--- src/rtl/fifo_pkg.sv ---
// Shared definitions for the synchronous FIFO: default parameter values,
// depth derivation, parameter legality rules and the per-cycle operation code.
package fifo_pkg;

    localparam int DEF_ADDRESS    = 3;
    localparam int DEF_DATA       = 8;
    localparam int DEF_AFULL_LVL  = 6;
    localparam int DEF_AEMPTY_LVL = 1;
    localparam int DEF_FWFT       = 0;

    // What the FIFO actually does on a given edge, after full/empty gating.
    typedef enum logic [1:0] {
        OP_IDLE  = 2'b00,
        OP_READ  = 2'b01,
        OP_WRITE = 2'b10,
        OP_BOTH  = 2'b11
    } fifo_op_e;

    function automatic int depth_of(input int address);
        return 1 << address;
    endfunction

    // Thresholds must sit strictly inside the occupancy range and be ordered.
    function automatic bit params_legal(input int address, input int aempty_lvl,
                                        input int afull_lvl);
        return (address >= 1) && (aempty_lvl >= 1) && (aempty_lvl < afull_lvl) &&
               (afull_lvl <= depth_of(address) - 1);
    endfunction

    function automatic fifo_op_e classify_op(input logic write_ok, input logic read_ok);
        return fifo_op_e'({write_ok, read_ok});
    endfunction

endpackage

--- src/rtl/fifo_ram.sv ---
// Storage array for the FIFO: one synchronous write port, one asynchronous
// read port, no reset so it maps onto distributed RAM.
module fifo_ram
    import fifo_pkg::*;
#(
    parameter int address = DEF_ADDRESS,
    parameter int data    = DEF_DATA
) (
    input  logic               clk,
    input  logic               write_en,
    input  logic [address-1:0] write_addr,
    input  logic [data-1:0]    write_data,
    input  logic [address-1:0] read_addr,
    output logic [data-1:0]    read_data
);

    logic [data-1:0] mem [0:depth_of(address)-1];

    // Store the incoming word on an accepted write; contents are never cleared.
    always_ff @(posedge clk) begin
        if (write_en) begin
            mem[write_addr] <= write_data;
        end
    end

    assign read_data = mem[read_addr];

endmodule

--- src/rtl/sync_fifo_flags.sv ---
// Single-clock FIFO control: wrap-bit pointers, occupancy counter, threshold
// flags, overflow/underflow pulses and registered or fall-through read data.
module sync_fifo_flags
    import fifo_pkg::*;
#(
    parameter int address    = DEF_ADDRESS,
    parameter int data       = DEF_DATA,
    parameter int afull_lvl  = DEF_AFULL_LVL,
    parameter int aempty_lvl = DEF_AEMPTY_LVL,
    parameter int fwft       = DEF_FWFT
) (
    input  logic             clk,
    input  logic             rst,
    input  logic [data-1:0]  write_data,
    input  logic             write_inc,
    input  logic             read_inc,
    output logic [data-1:0]  read_data,
    output logic             read_empty,
    output logic             write_full,
    output logic             almost_full,
    output logic             almost_empty,
    output logic [address:0] count,
    output logic             overflow,
    output logic             underflow
);

    typedef logic [address:0] ptr_t;

    localparam ptr_t ONE        = ptr_t'(1);
    localparam ptr_t AFULL_CNT  = ptr_t'(afull_lvl);
    localparam ptr_t AEMPTY_CNT = ptr_t'(aempty_lvl);

    generate
        if (!params_legal(address, aempty_lvl, afull_lvl)) begin : g_param_check
            $error("sync_fifo_flags: thresholds must satisfy 1 <= aempty_lvl < afull_lvl <= DEPTH-1");
        end
    endgenerate

    ptr_t            write_ptr;
    ptr_t            read_ptr;
    ptr_t            count_q;
    logic            overflow_q;
    logic            underflow_q;
    logic            empty;
    logic            full;
    logic            write_ok;
    logic            read_ok;
    fifo_op_e        op;
    logic [data-1:0] ram_read_data;

    // Extra top bit distinguishes full from empty when the low bits match.
    assign empty = (write_ptr == read_ptr);
    assign full  = (write_ptr[address-1:0] == read_ptr[address-1:0]) &&
                   (write_ptr[address] != read_ptr[address]);

    assign write_ok = write_inc && !full;
    assign read_ok  = read_inc && !empty;
    assign op       = classify_op(write_ok, read_ok);

    // Advance each pointer only on its own accepted request.
    always_ff @(posedge clk or posedge rst) begin
        if (rst) begin
            write_ptr <= '0;
            read_ptr  <= '0;
        end else begin
            if (write_ok) begin
                write_ptr <= write_ptr + ONE;
            end
            if (read_ok) begin
                read_ptr <= read_ptr + ONE;
            end
        end
    end

    // Occupancy moves only when exactly one side is accepted.
    always_ff @(posedge clk or posedge rst) begin
        if (rst) begin
            count_q <= '0;
        end else begin
            case (op)
                OP_WRITE: count_q <= count_q + ONE;
                OP_READ:  count_q <= count_q - ONE;
                default:  count_q <= count_q;
            endcase
        end
    end

    // Rejected requests leave a one-cycle pulse behind.
    always_ff @(posedge clk or posedge rst) begin
        if (rst) begin
            overflow_q  <= 1'b0;
            underflow_q <= 1'b0;
        end else begin
            overflow_q  <= write_inc && full;
            underflow_q <= read_inc && empty;
        end
    end

    fifo_ram #(
        .address (address),
        .data    (data)
    ) u_ram (
        .clk        (clk),
        .write_en   (write_ok),
        .write_addr (write_ptr[address-1:0]),
        .write_data (write_data),
        .read_addr  (read_ptr[address-1:0]),
        .read_data  (ram_read_data)
    );

    generate
        if (fwft != 0) begin : g_fwft
            assign read_data = ram_read_data;
        end else begin : g_registered
            logic [data-1:0] read_data_q;

            // Capture the head word as it is popped and hold it until the next pop.
            always_ff @(posedge clk or posedge rst) begin
                if (rst) begin
                    read_data_q <= '0;
                end else if (read_ok) begin
                    read_data_q <= ram_read_data;
                end
            end

            assign read_data = read_data_q;
        end
    endgenerate

    assign read_empty   = empty;
    assign write_full   = full;
    assign count        = count_q;
    assign almost_full  = (count_q >= AFULL_CNT);
    assign almost_empty = (count_q <= AEMPTY_CNT);
    assign overflow     = overflow_q;
    assign underflow    = underflow_q;

endmodule

--- config.mk ---
export PLATFORM = sky130hd
export DESIGN_NAME = sync_fifo_flags
export DESIGN_NICKNAME = d
export VERILOG_FILES = /design/src/rtl/fifo_pkg.sv /design/src/rtl/fifo_ram.sv /design/src/rtl/sync_fifo_flags.sv
export SDC_FILE = /design/constraint.sdc
export NUM_CORES = 1
export LEC_CHECK = 0
export CORE_MARGIN = 4
export CORE_UTILIZATION = 50
export CTS_BUF_LIST = sky130_fd_sc_hd__clkbuf_2 sky130_fd_sc_hd__clkbuf_4 sky130_fd_sc_hd__clkbuf_8
export CTS_CLUSTER_SIZE = 20
export DETAILED_ROUTE_END_ITERATION = 16
export HOLD_SLACK_MARGIN = 0.08
export PLACE_DENSITY = 0.67
export SLEW_MARGIN = 30
export SYNTH_ARGS = -nofsm -noshare
export SYNTH_HDL_FRONTEND = slang
export SYNTH_HIERARCHICAL = 1
export SYNTH_SLANG_ARGS = --single-unit
export TNS_END_PERCENT = 1
--- constraint.sdc ---
create_clock -name clk -period 5.1 [get_ports clk]
set_input_delay 1.02 -clock clk [delete_from_list [all_inputs] [get_ports clk]]
set_output_delay 1.02 -clock clk [all_outputs]
set_load 0.005 [all_outputs]
## Word level (Yosys, flattened, before mapping)

Memory sizes are Yosys's and may differ from the RTL's. A register that Yosys moved wholly into a read port is not among the register bits.
Cells that the tools add are included.

- Output and inout bits: 18
- Memories kept: 1
- Input bits: 12
- Bits in registers: 14
- RAM bits: 64
- Logic and storage cells: 28

Memory list:

| name | words | width | read ports | clocked after memory_dff | wr ports | RTL line | source |
|---|---|---|---|---|---|---|---|
| u_ram.mem | 8 | 8 | 1 | 1 | 1 | fifo_ram.sv:17 | `logic [data-1:0] mem [0:depth_of(address)-1];` |

- Multiplexer cells: 3
- Reduce and logical (&&, ||, !) cells: 8
- Add/sub/neg operators: 4
- Order comparisons: 2
- Eq/ne operators: 5

Operators by type and width:

| kind | count |
|---|---|
| $add A4 B1 Y4 const B | 3 |
| $pmux W4 S2 | 1 |
| $logic_and A1 B1 Y1 | 5 |
| $eq A4 B4 Y1 | 1 |
| $ge A4 B3 Y1 const B | 1 |
| $le A4 B1 Y1 const B | 1 |
| $sub A4 B1 Y4 const B | 1 |
| $eq A3 B3 Y1 | 1 |
| $eq A2 B1 Y1 const B | 1 |
| $eq A2 B2 Y1 const B | 1 |
| $logic_not A1 Y1 | 2 |
| $mux W1 | 2 |
| $reduce_bool A2 Y1 | 1 |
| $ne A1 B1 Y1 | 1 |

## Logic depth before layout (Yosys ltp)

- Word-level depth: 6
- Mapped depth: 8
- Mapped depth without buffers: 7

## Hierarchy

Netlist, hierarchy kept.

By module, submodules not included:

| module | area an instance (um2) | sequential area each (um2) | cells an instance | times used |
|---|---|---|---|---|
| fifo_ram | 2531.2 | 1921.8 | 106 | 1 |
| sync_fifo_flags | 1198.6 | 550.5 | 93 | 1 |

## Worst setup path before layout

Ideal clock, no wire load.

- Path type: input -> register
- Start point: in read_inc
- End point: reg count_q[3] (netlist: count[3])
- Setup time: 0.079 ns
- Data arrival time: 2.229 ns
- Path slack: 2.792 ns
- Required time: 5.021 ns
- Buffers on the path: 1
- Stages: 7
- Path through: o41ai_2 buf_6 inv_1 ha_1 or4b_1 a21oi_1 xor2_1

- Longest elaborated chain between the ends: 3
- Elaborated cells on any way between the ends: 5
- Those cells by class: 2 x eq/ne; 1 x mux; 2 x reduce/logical

RTL lines:

| element | RTL line | source |
|---|---|---|
| start: declaration | sync_fifo_flags.sv:16 | `input logic read_inc,` |
| $logic_and A1 B1 Y1 * | sync_fifo_flags.sv:57 | `assign read_ok = read_inc && !empty;` |
| net read_ok | sync_fifo_flags.sv:47 | `logic read_ok;` |
| $eq A2 B1 Y1 or $eq A2 B2 Y1 (tied branches) | sync_fifo_flags.sv:80 | `case (op)` |
| $pmux W4 S2 or $reduce_bool A2 Y1 (tied branches) | -- |  |
| end signal: assignment | sync_fifo_flags.sv:81 | `OP_WRITE: count_q <= count_q + ONE;` |
| end signal: assignment | sync_fifo_flags.sv:82 | `OP_READ: count_q <= count_q - ONE;` |
| end signal: assignment | sync_fifo_flags.sv:83 | `default: count_q <= count_q;` |
| end: declaration | sync_fifo_flags.sv:41 | `ptr_t count_q;` |

Mark *: on every way through the listed nets, which the timed path passes. The rest lies on a longest branch.
A chain may end at the register's enable or synchronous reset.

## Final worst setup path

- Start point: reg read_ptr[2]
- End point: out read_empty

- Longest elaborated chain between the ends: 1

RTL lines:

| element | RTL line | source |
|---|---|---|
| start: declaration | sync_fifo_flags.sv:40 | `ptr_t read_ptr;` |
| start signal: assignment | sync_fifo_flags.sv:70 | `read_ptr <= read_ptr + ONE;` |
| $eq A4 B4 Y1 | sync_fifo_flags.sv:52 | `assign empty = (write_ptr == read_ptr);` |
| end: declaration | sync_fifo_flags.sv:18 | `output logic read_empty,` |

No other way between the ends.

==> reports/qor.yml <==
status: "finished, final reports clean"
pin_count: 30
synth_seq_cells: 86
irDropWorstVdd_uv: 304
layout.nets: 254
clock-sinks: 86
start_util_pct: 51.4
htreeDepth: 3
maxCapViolCount: 0
crit_family: "flip-flops"
post-synth-top-area-cell: "edfxtp_1"
crit_cells: 4
coreArea_mm2: 0.00725
vias: 1856
relSlewSlack_pct: 35.9
postCtsHoldBufs: 0
crit_path_cell_trace: "xor2_2 -> or3_1 -> nor2_1 -> clkdlybuf4s50_1"
ys_async_sr_fraction_pct: 25.6
die_w_um: 94.4
antenna_left: 0
die_h_um: 94.4
crit_path_start_kind: "flop"
synth_area_leaders: "edfxtp_1 52%, dfrtp_1 15%, mux4_1 11%"
antenna_found_initial: 0
tightest_slew_ns: 0.958
fillerInstances: 557
clockRootBuffer: "clkbuf_8"
synth_cell_types: 36
power_mw: 2.48
grt_setup_unrepaired: "no"
final_cells: 339
endpoint_kind: "output port"
post-route-period-util_pct: 71.1
finalClockSkew_ns: 0.00900
setup.worst_path.class: "reg2out"
vias_per_cell: 5.47
overflow: 0
ys.flop_type: "edfxtp_1"
place_congestion: 0.806
fin_crit_ns: 3.63
clk_pin_slew_ns: 0.08
path_max_fanout: 20
clk_latency_ns: 0.34
arrival_ns: 2.61
drt-pass1-iter-count: 5
reg2regPathDepth: 5
synth_top_area_share_pct: 51.5
post-dp-hpwl_um: 4050
synth_edf_count: 64
tns_ns: 0
port_buffers: 29
drt_iter0_drc: 71
numCtsBuffers: 9
cts_setup_buffers: 0
netlist_area_mm2: 0.00373
std_cell_rows: 31
layout-drive-gt1-share_pct: 18.3
critPathMaxStageDelay_ns: 0.89
synth_cells: 199
critical_path_buf_inv_count: 1
grt_pass1_vias: 1846
wl_per_cell_um: 18.8
cp_slowest_cell: "dfrtp_1"
n_antenna_cell: 0
dp_cells: 323
die_area_mm2: 0.00891
cts_tree: "built"
clk_path_buf_depth: 2
grt_pass1_wl_um: 10300
mappedNetlistNets: 218
ctsResizeCount: 0
p_per_area_mw_per_mm2: 572
route.detailed.drc: 0
max_freq_ghz: 0.276
track_usage_pct: 15.9
slew_violations: 0
synth_warnings: 6
grt_start_max_net_pins: 23
yosysSeqAreaShare_pct: 66.3
syn_to_final_growth_pct: 16.0
min_path_cells: 1
setup_viol: 0
cellLeakagePower_nw: 1.57
drt_wl_total_um: 6390
hold_viol_final: 0
worst_ep_required_time_ns: 4.08
min_path_type: "reg2reg"
syn_area_per_cell_um2: 18.7
-- worst paths after layout --
kind / start / slack, ns / end
setup / recovery: read_ptr[2]$_DFFE_PP0P_ / 1.47 / read_empty
hold / removal: read_data[6]$_DFFE_PP0P_ / 0.50 / read_data[6]$_DFFE_PP0P_
setup reg to reg: read_ptr[2]$_DFFE_PP0P_ / 2.25 / u_ram/mem[3][5]$_DFFE_PP_
hold reg to reg: read_data[6]$_DFFE_PP0P_ / 0.50 / read_data[6]$_DFFE_PP0P_
max in group asynchronous: rst / 3.70 / write_ptr[0]$_DFFE_PP0P_
min in group asynchronous: rst / 1.03 / count[3]$_DFFE_PP0P_
-- registers in the layout, summed over array words and instances (netlist names) --
signal / flops
count: 4
underflow: 1
write_ptr: 4
read_ptr: 4
u_ram/mem: 64
read_data: 8
overflow: 1
-- metrics by stage --
step | hold WS [ns] | setup WS (ns) | utilization, % | area (µm²)
after detailed placement | 0.482 | 1.82 | 56.9 | 4130
final | 0.496 | 1.47 | 59.7 | 4330
after floorplan | 0.489 | 2.79 | - | 3730
after CTS | 0.501 | 1.42 | 59.6 | 4320
after global placement | 0.481 | 1.77 | 56.7 | 4120
after global routing | 0.508 | 1.25 | 59.7 | 4330
-- metal layers --
layer	part of all wire, %	track usage, %
met3	3.2	3.98
met1	47	22.2
met2	49	24.9
met5	0	0
met4	0.83	4.69
-- cells in the final DEF (no fill, tap or decap), types with 3 or more instances in the layout --
cell type | netlist | routed
edfxtp_1 | 64 | 64
clkdlybuf4s50_1 | 0 | 29
dfrtp_1 | 22 | 22
mux4_1 | 15 | 15
clkbuf_8 | 0 | 9
nor2_1 | 10 | 8
mux2_4 | 8 | 8
mux2_2 | 8 | 8
xnor2_1 | 7 | 7
ha_1 | 7 | 7
inv_1 | 7 | 6
nand2_1 | 5 | 5
nand2b_1 | 4 | 4
xor2_1 | 3 | 3
xor2_2 | 3 | 3
-- kinds of logic after synthesis --
logic type / after synthesis / synth area share (%)
buf+inv: 13 / 2.18
simple gates: 34 / 4.86
fa+ha+maj: 7 / 2.35
xor+xnor: 13 / 3.66
compound gates: 11 / 2.99
mux: 35 / 17.7
flops: 86 / 66.3
-- where the power goes --
| part | switching [mW] | internal [mW] | leakage (nW) | total (mW) |
|---|---|---|---|---|
| clock | 0.240 | 0.227 | 0.0972 | 0.467 |
| combinational | 0.411 | 0.510 | 0.631 | 0.921 |
| sequential | 0.161 | 0.927 | 0.845 | 1.09 |
| total | 0.812 | 1.66 | 1.57 | 2.48 |
-- cells in the mapped netlist (2+ instances only) --
| master | count |
|---|---|
| and2_1 | 2 |
| and3_1 | 2 |
| and4_1 | 2 |
| buf_6 | 2 |
| dfrtp_1 | 22 |
| edfxtp_1 | 64 |
| ha_1 | 7 |
| inv_1 | 7 |
| mux2_1 | 2 |
| mux2_2 | 8 |
| mux2_4 | 8 |
| mux4_1 | 15 |
| nand2_1 | 5 |
| nand2b_1 | 4 |
| nand4_1 | 2 |
| nor2_1 | 10 |
| nor3_1 | 4 |
| o21ai_0 | 2 |
| o311ai_0 | 2 |
| o311ai_1 | 2 |
| o41ai_1 | 2 |
| xnor2_1 | 7 |
| xor2_1 | 3 |
| xor2_2 | 3 |
-- area by class of cell --
type	instances	area, µm²	area share (%)
Tap cell	99	124	2.86
Timing Repair Buffer	31	305	7.06
Clock buffer	9	124	2.86
Clock inverter	7	72.6	1.68
Sequential cell	86	2470	57.1
Multi-Input combinational cell	100	1200	27.8
Inverter	7	26.3	0.607
-- worst register-to-register path, cell delays in order, from the launching register on --
cell,delay (ns)
dfrtp_1,0.89
xor2_2,0.47
o41ai_4,0.15
inv_1,0.10
nand2b_1,0.11
nor2_1,0.75
(Power assumes the default switching activity.)
